**config.mk**
```make
export PLATFORM = sky130hd
export DESIGN_NAME = mem_arbiter
export DESIGN_NICKNAME = d
export VERILOG_FILES = /design/src/rtl/mem_arbiter.sv
export SDC_FILE = /design/constraint.sdc
export NUM_CORES = 1
export LEC_CHECK = 0
export BUFFER_PORTS_ARGS = -buffer_cell sky130_fd_sc_hd__buf_2
export CORE_ASPECT_RATIO = 0.8
export CORE_UTILIZATION = 46
export CTS_BUF_LIST = sky130_fd_sc_hd__clkbuf_16
export CTS_CLUSTER_SIZE = 40
export DETAILED_ROUTE_END_ITERATION = 8
export HOLD_SLACK_MARGIN = 0.1
export PLACE_DENSITY = 0.81
export SYNTH_ARGS = -nofsm -noshare
export SYNTH_HDL_FRONTEND = slang
export SYNTH_SLANG_ARGS = --single-unit
export TNS_END_PERCENT = 5
```
**constraint.sdc**
```tcl
create_clock -name clk -period 1.45 [get_ports clk]
set_input_delay 0.145 -clock clk [delete_from_list [all_inputs] [get_ports clk]]
set_output_delay 0.145 -clock clk [all_outputs]
set_load 0.05 [all_outputs]
```
**src/rtl/mem_arbiter.sv**
```systemverilog
// Round-robin arbiter sharing one memory port between IFU and LSU; at most one transaction in flight.
// Define MEM_ARB_TIMEOUT_EN to force an error completion after TIMEOUT_CYCLES spent in REQ/WAIT.
module mem_arbiter #(
    parameter int unsigned TIMEOUT_CYCLES = 1024
) (
    input  logic        clk,
    input  logic        rst,
    input  logic        ifu_req_valid,
    output logic        ifu_req_ready,
    input  logic [31:0] ifu_addr,
    output logic        ifu_resp_valid,
    output logic [31:0] ifu_rdata,
    output logic        ifu_resp_err,
    input  logic        lsu_req_valid,
    output logic        lsu_req_ready,
    input  logic [31:0] lsu_addr,
    input  logic        lsu_wen,
    input  logic [31:0] lsu_wdata,
    input  logic [3:0]  lsu_wmask,
    output logic        lsu_resp_valid,
    output logic [31:0] lsu_rdata,
    output logic        lsu_resp_err,
    output logic        mem_req_valid,
    input  logic        mem_req_ready,
    output logic [31:0] mem_addr,
    output logic        mem_wen,
    output logic [31:0] mem_wdata,
    output logic [3:0]  mem_wmask,
    input  logic        mem_resp_valid,
    input  logic [31:0] mem_rdata,
    input  logic        mem_resp_err
);
    // state | meaning
    // IDLE  | nothing in flight; combinational grant to a valid requester
    // REQ   | mem_req_valid held with latched fields until mem_req_ready
    // WAIT  | waiting for mem_resp_valid
    // RESP  | one-cycle response pulse to the owner
    typedef enum logic [1:0] {IDLE, REQ, WAIT, RESP} state_t;

    state_t      state_q, state_d;
    logic        owner_lsu_q, owner_lsu_d;   // also serves as last_grant
    logic        mem_req_valid_q, mem_req_valid_d;
    logic [31:0] mem_addr_q, mem_addr_d;
    logic        mem_wen_q, mem_wen_d;
    logic [31:0] mem_wdata_q, mem_wdata_d;
    logic [3:0]  mem_wmask_q, mem_wmask_d;
    logic        ifu_resp_valid_q, ifu_resp_valid_d;
    logic [31:0] ifu_rdata_q, ifu_rdata_d;
    logic        ifu_resp_err_q, ifu_resp_err_d;
    logic        lsu_resp_valid_q, lsu_resp_valid_d;
    logic [31:0] lsu_rdata_q, lsu_rdata_d;
    logic        lsu_resp_err_q, lsu_resp_err_d;

    logic        grant_any, grant_lsu;
    logic        done, done_err;
    logic [31:0] done_rdata;
    logic        timeout;

    assign grant_any     = ifu_req_valid || lsu_req_valid;
    assign grant_lsu     = lsu_req_valid && (!ifu_req_valid || !owner_lsu_q);
    assign ifu_req_ready = !rst && (state_q == IDLE) && ifu_req_valid && !grant_lsu;
    assign lsu_req_ready = !rst && (state_q == IDLE) && grant_lsu;

`ifdef MEM_ARB_TIMEOUT_EN
    localparam int unsigned CNT_W = $clog2(TIMEOUT_CYCLES + 1);
    logic [CNT_W-1:0] cnt_q, cnt_d;
    assign timeout = ((state_q == REQ) || (state_q == WAIT)) &&
                     (cnt_q == CNT_W'(TIMEOUT_CYCLES - 1));
    assign cnt_d   = ((state_q == REQ) || (state_q == WAIT)) ? cnt_q + 1'b1 : '0;
`else
    assign timeout = 1'b0;
`endif

    always_comb begin
        state_d          = state_q;
        owner_lsu_d      = owner_lsu_q;
        mem_req_valid_d  = 1'b0;
        mem_addr_d       = mem_addr_q;
        mem_wen_d        = mem_wen_q;
        mem_wdata_d      = mem_wdata_q;
        mem_wmask_d      = mem_wmask_q;
        ifu_resp_valid_d = 1'b0;
        ifu_rdata_d      = ifu_rdata_q;
        ifu_resp_err_d   = ifu_resp_err_q;
        lsu_resp_valid_d = 1'b0;
        lsu_rdata_d      = lsu_rdata_q;
        lsu_resp_err_d   = lsu_resp_err_q;
        done             = 1'b0;
        done_err         = 1'b0;
        done_rdata       = '0;
        case (state_q)
            IDLE: begin
                if (grant_any) begin
                    state_d         = REQ;
                    owner_lsu_d     = grant_lsu;
                    mem_req_valid_d = 1'b1;
                    if (grant_lsu) begin
                        mem_addr_d  = lsu_addr;
                        mem_wen_d   = lsu_wen;
                        mem_wdata_d = lsu_wdata;
                        mem_wmask_d = lsu_wmask;
                    end else begin
                        mem_addr_d  = ifu_addr;
                        mem_wen_d   = 1'b0;
                        mem_wdata_d = '0;
                        mem_wmask_d = '0;
                    end
                end
            end
            REQ: begin
                if (mem_req_ready) begin
                    state_d = WAIT;
                end else if (timeout) begin
                    done     = 1'b1;
                    done_err = 1'b1;
                end else begin
                    mem_req_valid_d = 1'b1;
                end
            end
            WAIT: begin
                if (mem_resp_valid) begin
                    done       = 1'b1;
                    done_err   = mem_resp_err;
                    done_rdata = mem_wen_q ? '0 : mem_rdata;
                end else if (timeout) begin
                    done     = 1'b1;
                    done_err = 1'b1;
                end
            end
            RESP:    state_d = IDLE;
            default: state_d = IDLE;
        endcase
        if (done) begin
            state_d = RESP;
            if (owner_lsu_q) begin
                lsu_resp_valid_d = 1'b1;
                lsu_rdata_d      = done_rdata;
                lsu_resp_err_d   = done_err;
            end else begin
                ifu_resp_valid_d = 1'b1;
                ifu_rdata_d      = done_rdata;
                ifu_resp_err_d   = done_err;
            end
        end
    end

    always_ff @(posedge clk) begin
        if (rst) begin
            state_q          <= IDLE;
            owner_lsu_q      <= 1'b0;
            mem_req_valid_q  <= 1'b0;
            mem_addr_q       <= '0;
            mem_wen_q        <= 1'b0;
            mem_wdata_q      <= '0;
            mem_wmask_q      <= '0;
            ifu_resp_valid_q <= 1'b0;
            ifu_rdata_q      <= '0;
            ifu_resp_err_q   <= 1'b0;
            lsu_resp_valid_q <= 1'b0;
            lsu_rdata_q      <= '0;
            lsu_resp_err_q   <= 1'b0;
`ifdef MEM_ARB_TIMEOUT_EN
            cnt_q            <= '0;
`endif
        end else begin
            state_q          <= state_d;
            owner_lsu_q      <= owner_lsu_d;
            mem_req_valid_q  <= mem_req_valid_d;
            mem_addr_q       <= mem_addr_d;
            mem_wen_q        <= mem_wen_d;
            mem_wdata_q      <= mem_wdata_d;
            mem_wmask_q      <= mem_wmask_d;
            ifu_resp_valid_q <= ifu_resp_valid_d;
            ifu_rdata_q      <= ifu_rdata_d;
            ifu_resp_err_q   <= ifu_resp_err_d;
            lsu_resp_valid_q <= lsu_resp_valid_d;
            lsu_rdata_q      <= lsu_rdata_d;
            lsu_resp_err_q   <= lsu_resp_err_d;
`ifdef MEM_ARB_TIMEOUT_EN
            cnt_q            <= cnt_d;
`endif
        end
    end

    assign mem_req_valid  = mem_req_valid_q;
    assign mem_addr       = mem_addr_q;
    assign mem_wen        = mem_wen_q;
    assign mem_wdata      = mem_wdata_q;
    assign mem_wmask      = mem_wmask_q;
    assign ifu_resp_valid = ifu_resp_valid_q;
    assign ifu_rdata      = ifu_rdata_q;
    assign ifu_resp_err   = ifu_resp_err_q;
    assign lsu_resp_valid = lsu_resp_valid_q;
    assign lsu_rdata      = lsu_rdata_q;
    assign lsu_resp_err   = lsu_resp_err_q;

endmodule
```
# Yosys cells after proc, flatten, opt, wreduce, memory -nomap -nowiden
# Cells that the tools add are included.
[totals] mem_bits_ro=0 out_inout_bits=140 ram_bits=0 n_memories=0 wordCells=58 regBits=141 input_bits=140 latchBits=0
[op_classes] shifts=0 n_eq_ne=5 bitwise_logic=2 multipliers=0 addsub=0 reduce_logical=18 order_cmp=0 muxes=20 n_div=0
[ops] cell="32-bit two-way mux" n=5
[ops] cell="1-bit two-way mux" n=9
[ops] cell="2-bit two-way mux" n=3
[ops] cell="3-bit inequality test (second input constant)" n=2
[ops] cell="2-bit one-hot mux with 3 select lines" n=1
[ops] cell="2-bit AND reduction" n=3
[ops] cell="1-bit logical AND" n=5
[ops] cell="2-bit == test (second input constant)" n=2
[ops] cell="1-bit zero test" n=4
[ops] cell="4-bit two-way mux" n=1
[ops] cell="4-bit nonzero test" n=1
[ops] cell="3-bit AND reduction" n=1
[ops] cell="2-bit by 1-bit == test with 1-bit output (second input constant)" n=1
[ops] cell="2-bit zero test" n=1
[ops] cell="1-bit logical OR" n=2
[ops] cell="1-bit inverter" n=2
[ops] cell="1-bit one-hot mux with 2 select lines" n=1
[ops] cell="2-bit OR reduction" n=1

# Logic depth before layout (Yosys ltp)
[depth] ltp_word=5 mapped_depth=6 mapped_depth_nobuf=3

# Worst setup path after synthesis
# Ideal clock, no wire load.
[synth_path] path_type="register to output" from="register owner_lsu_q" to="output ifu_req_ready" slack_ps=-130 arrival_time_ps=1435 t_required_ps=1305 path_buffers=2 stages_incl_launch_ff=5 cell_sequence="dfxtp_1 a21bo_1 buf_4 clkbuf_1 and4b_1"
[synth_via] elab_chain_cells=5
[synth_rtl] element="start, declared" line_no="41" text="logic owner_lsu_q, owner_lsu_d;"
[synth_rtl] element="start signal, assigned" line_no="167" text="owner_lsu_q <= owner_lsu_d;"
[synth_rtl] element="1-bit zero test" line_no="60" text="assign grant_lsu = lsu_req_valid && (!ifu_req_valid || !owner_lsu_q);"
[synth_rtl] element="1-bit logical OR" line_no="60"
[synth_rtl] element="1-bit logical AND" line_no="60"
[synth_rtl] element="1-bit zero test" line_no="61" text="assign ifu_req_ready = !rst && (state_q == IDLE) && ifu_req_valid && !grant_lsu;"
[synth_rtl] element="1-bit logical AND" line_no="61"
[synth_rtl] element="end, declared" line_no="9" text="output logic ifu_req_ready,"
# No other way between the ends.

# Worst setup path in the final report
[layout_path] from="register state_q[1]" to="output lsu_req_ready"
[layout_via] elab_chain_cells=3
[layout_rtl] element="start, declared" line_no="40" text="state_t state_q, state_d;"
[layout_rtl] element="start signal, assigned" line_no="166" text="state_q <= state_d;"
[layout_rtl] element="2-bit zero test" line_no="62" text="assign lsu_req_ready = !rst && (state_q == IDLE) && grant_lsu;"
[layout_rtl] element="1-bit logical AND (2 in series)" line_no="62"
[layout_rtl] element="end, declared" line_no="15" text="output logic lsu_req_ready,"
# No other way between the ends.

==> flow_summary_export.csv <==
group,metric,value,unit
outcome,status,"complete, but fails checks",
outcome,violations,"setup timing",
worst_hold_path,min_to,"lsu_rdata[29]",
detailed_routing,via_count,6219,
worst_hold_path,hold_depth,4,
job,maxCapViolations,0,
pwr,power_frac_seq,0.389,
timing,setup_ws,-0.1511,ns
pwr,power,10.90,mW
critical_path,r2r_end,"ifu_rdata[23]",
detailed_routing,firstDrtPassIters,5,
synthesis,synth_top_area_frac,0.5109,
place,routabilityCongestion,0.7745,
detailed_routing,wire_per_inst,17.26,um
critical_path,path_cells,"buf_6 -> nor4_4 -> buf_6 -> buf_8",
critical_path,cp_slowest_stage_delay,0.35,ns
timing,rsz0062_at_grt,"true",
synthesis,ys_ff_latch,141,
synthesis,postSynth.asyncResetShare,0,
synthesis,postSynthCellCount,616,
clock_tree,cts.clk_slew.worst_paths,0.06,ns
pwr,clkPwrFrac,0.371,
clock_tree,clk_latency,0.41,ns
synthesis,yosys-top-cells-count,"nand2_1, dfxtp_1, a21oi_1, a22o_1, nor2b_1",
pwr,leakage,4.102,nW
place,hpwl,10980,um
critical_path,required,1.31,ns
critical_path,worstPathArrival,1.46,ns
timing,drv_slew,0,
clock_tree,cts.htree.levels,4,
critical_path,worst-r2r-cell-count,7,
critical_path,r2r_setup_slack,-0.04,ns
synthesis,ys_warn_count,0,
floorplanning,die_x,124.5,um
place,io_buffers,279,
timing,fmax,0.6246,GHz
critical_path,start_kind,"flop",
cells_and_area,area_delta_synth_final,64.67,%
clock_tree,numCtsBuffers,17,
critical_path,reg2reg_from,"state_q[0]",
floorplanning,die_h,100.0,um
global_routing,antenna_found_initial,0,
cells_and_area,fin_nets,1146,
critical_path,crit_fanout,5,
critical_path,cpMaxStageDelayCell,"dfxtp_2",
cells_and_area,num_antenna_cells,0,
critical_path,critPathKind,"flop to output port",
detailed_routing,wirelength,20140,um
floorplanning,start_util,0.4761,
cells_and_area,final_core_utilization,0.7840,
pwr,internal-power,7.299,mW
floorplanning,placementRows,35,
synthesis,synth_cell_types,28,
critical_path,cpMostUsedCell,"buf_6",
synthesis,synth_area_leaders,"dfxtp_1, nand2_1, a21oi_1, a311oi_2, a22o_1",
synthesis,synth_area_leader_cell,"dfxtp_1",
timing,setup_viol_count_final,24,
clock_tree,root_buffer,"clkbuf_16",
floorplanning,ioPinCount,280,
critical_path,cp_num_buf_inv,3,
detailed_routing,ant_nets,0,
synthesis,synth_edf_count,0,
floorplanning,core_area,11600,sq um
synthesis,synth_top_flop_cell,"dfxtp_1",
detailed_routing,drc,0,
timing,hold_viol,0,
synthesis,synth.most_common_cell,"nand2_1",
pwr,vdd_drop_max,814.4,uV
global_routing,grtUsageTotal,0.3134,
detailed_routing,drt_iter0_markers,332,
global_routing,first_global_vias,6250,
cells_and_area,final_cells,1167,
critical_path,worst_setup_path_end_kind,"output port",
pwr,switching_share,0.3306,
global_routing,grt-ovfl-total,0,
pwr,power_density,1198,nW/um^2
floorplanning,dieArea,12460,sq um
synthesis,syn_area,5525,sq um
timing,period_share,1.104,
synthesis,ys_seq_area_frac,0.5109,
clock_tree,cts_tree,"built",
timing,tightest_slew,0.4586,ns
critical_path,crit_family,"buffers and inverters",
cells_and_area,drive_gt1_frac,0.4033,
timing,slew_headroom,0.6943,
synthesis,syn_nets,756,
pwr,p_switching,3.605,mW
timing,fin_setup_tns,-0.5723,ns
worst_hold_path,min_path_type,"input pin to flop",
detailed_routing,viasPerCell,5.329,
timing,skew,0.01405,ns
timing,finalCriticalPeriod,1.601,ns
global_routing,grt_pass1_wl,30980,um
worst_hold_path,min_from,"mem_rdata[29]",
clock_tree,clkSinkCount,141,
clock_tree,cts_buffer_depth,2,
synthesis,syn_area_per_cell,8.970,sq um
global_routing,grt_start_max_net_pins,64,
place,dp_cells,1014,
pwr,p_comb_frac,0.240,
==> per-layer routing <==
layer | part of all wire | wire (um) | global-route usage
met1 | 0.38 | 7739 | 0.3568
met2 | 0.49 | 9962 | 0.5436
met3 | 0.081 | 1636 | 0.07569
met4 | 0.040 | 799 | 0.1789
met5 | 0 | 0 | 0
==> state kept, by name (all words and copies together), names as in the netlist <==
register,flops
ifu_rdata,32
ifu_resp_err,1
lsu_resp_valid,1
mem_wmask,4
mem_req_valid,1
state_q,2
mem_wen,1
lsu_resp_err,1
ifu_resp_valid,1
mem_wdata,32
lsu_rdata,32
owner_lsu_q,1
mem_addr,32
==> worst min-delay path: cells and delay by family <==
| family | cells | cell delay, ns |
|---|---|---|
| AO/OA/AOI/OAI | 1 | 0.05 |
| buffers and inverters | 1 | 0.09 |
| AND/OR/NAND/NOR | 2 | 0.18 |
==> worst max-delay path by stage <==
stage                      startpoint       endpoint  slack (ns)  cells after the start
final                      state_q[1]  lsu_req_ready       -0.15                      4
after CTS                  state_q[0]  lsu_req_ready       -0.18                      4
after global routing       state_q[1]  lsu_req_ready       -0.22                      4
after global placement     state_q[0]  lsu_req_ready        0.09                      4
after detailed placement   state_q[0]  ifu_rdata[22]        0.04                      5
after floorplan           owner_lsu_q  ifu_req_ready        0.02                      4
==> power by group through the flow <==
| stage | sequential [mW] | combinational [mW] | clock (mW) |
|---|---|---|---|
| after global routing | 4.27 | 2.74 | 4.31 |
| final | 4.25 | 2.61 | 4.04 |
| after global placement | 4.30 | 2.20 | 0 |
| after detailed placement | 4.30 | 2.23 | 0 |
| after floorplan | 5.06 | 0.826 | 0 |
| after CTS | 4.23 | 2.50 | 4.09 |
==> placed cells by master (no fill, tap or decap), drive strengths merged, types with 3 or more instances in the layout <==
cell type / count
a21oi: 99
a22o: 37
a311oi: 32
buf: 311
clkbuf: 20
clkinv: 4
clkinvlp: 3
dfxtp: 141
dlygate4sd3: 115
inv: 8
nand2: 197
nor2: 4
nor2b: 32
==> area by class of cell <==
type	instances	area [sq um]
clock inverter	15	127.6
multi-input combinational	417	2536
clock buffer	17	425.4
tap	148	185.2
timing repair buffer	429	2997
fill	745	2506
sequential	141	2828
==> kinds of logic after synthesis <==
| group | synth area share |
|---|---|
| AO/OA/AOI/OAI | 0.2398 |
| AND/OR/NAND/NOR | 0.1914 |
| buffers and inverters | 0.05593 |
| multiplexers | 0.002038 |
| flip-flops | 0.5109 |
==> repair_timing <==
| action | in CTS | in global routing |
|---|---|---|
| setup buffers | 2 | 1 |
| resized for setup | 18 | 34 |
| endpoints found under the setup margin | 3 | 90 |
| hold buffers | 115 | 0 |
| endpoints found under the hold margin | 84 | 0 |
| gates cloned | 0 | 3 |
| pin swaps | 1 | 14 |
==> stage by stage <==
stage,setup WS [ns],area [sq um],hold slack (ns)
floorplan,0.01762,5529,0.2776
detailed placement,0.04419,7139,0.3660
global placement,0.09340,7139,0.3598
global route,-0.2152,9099,0.1171
finish,-0.1511,9099,0.1103
CTS,-0.1812,8915,0.1003
Power figures use the tool's default switching activity.
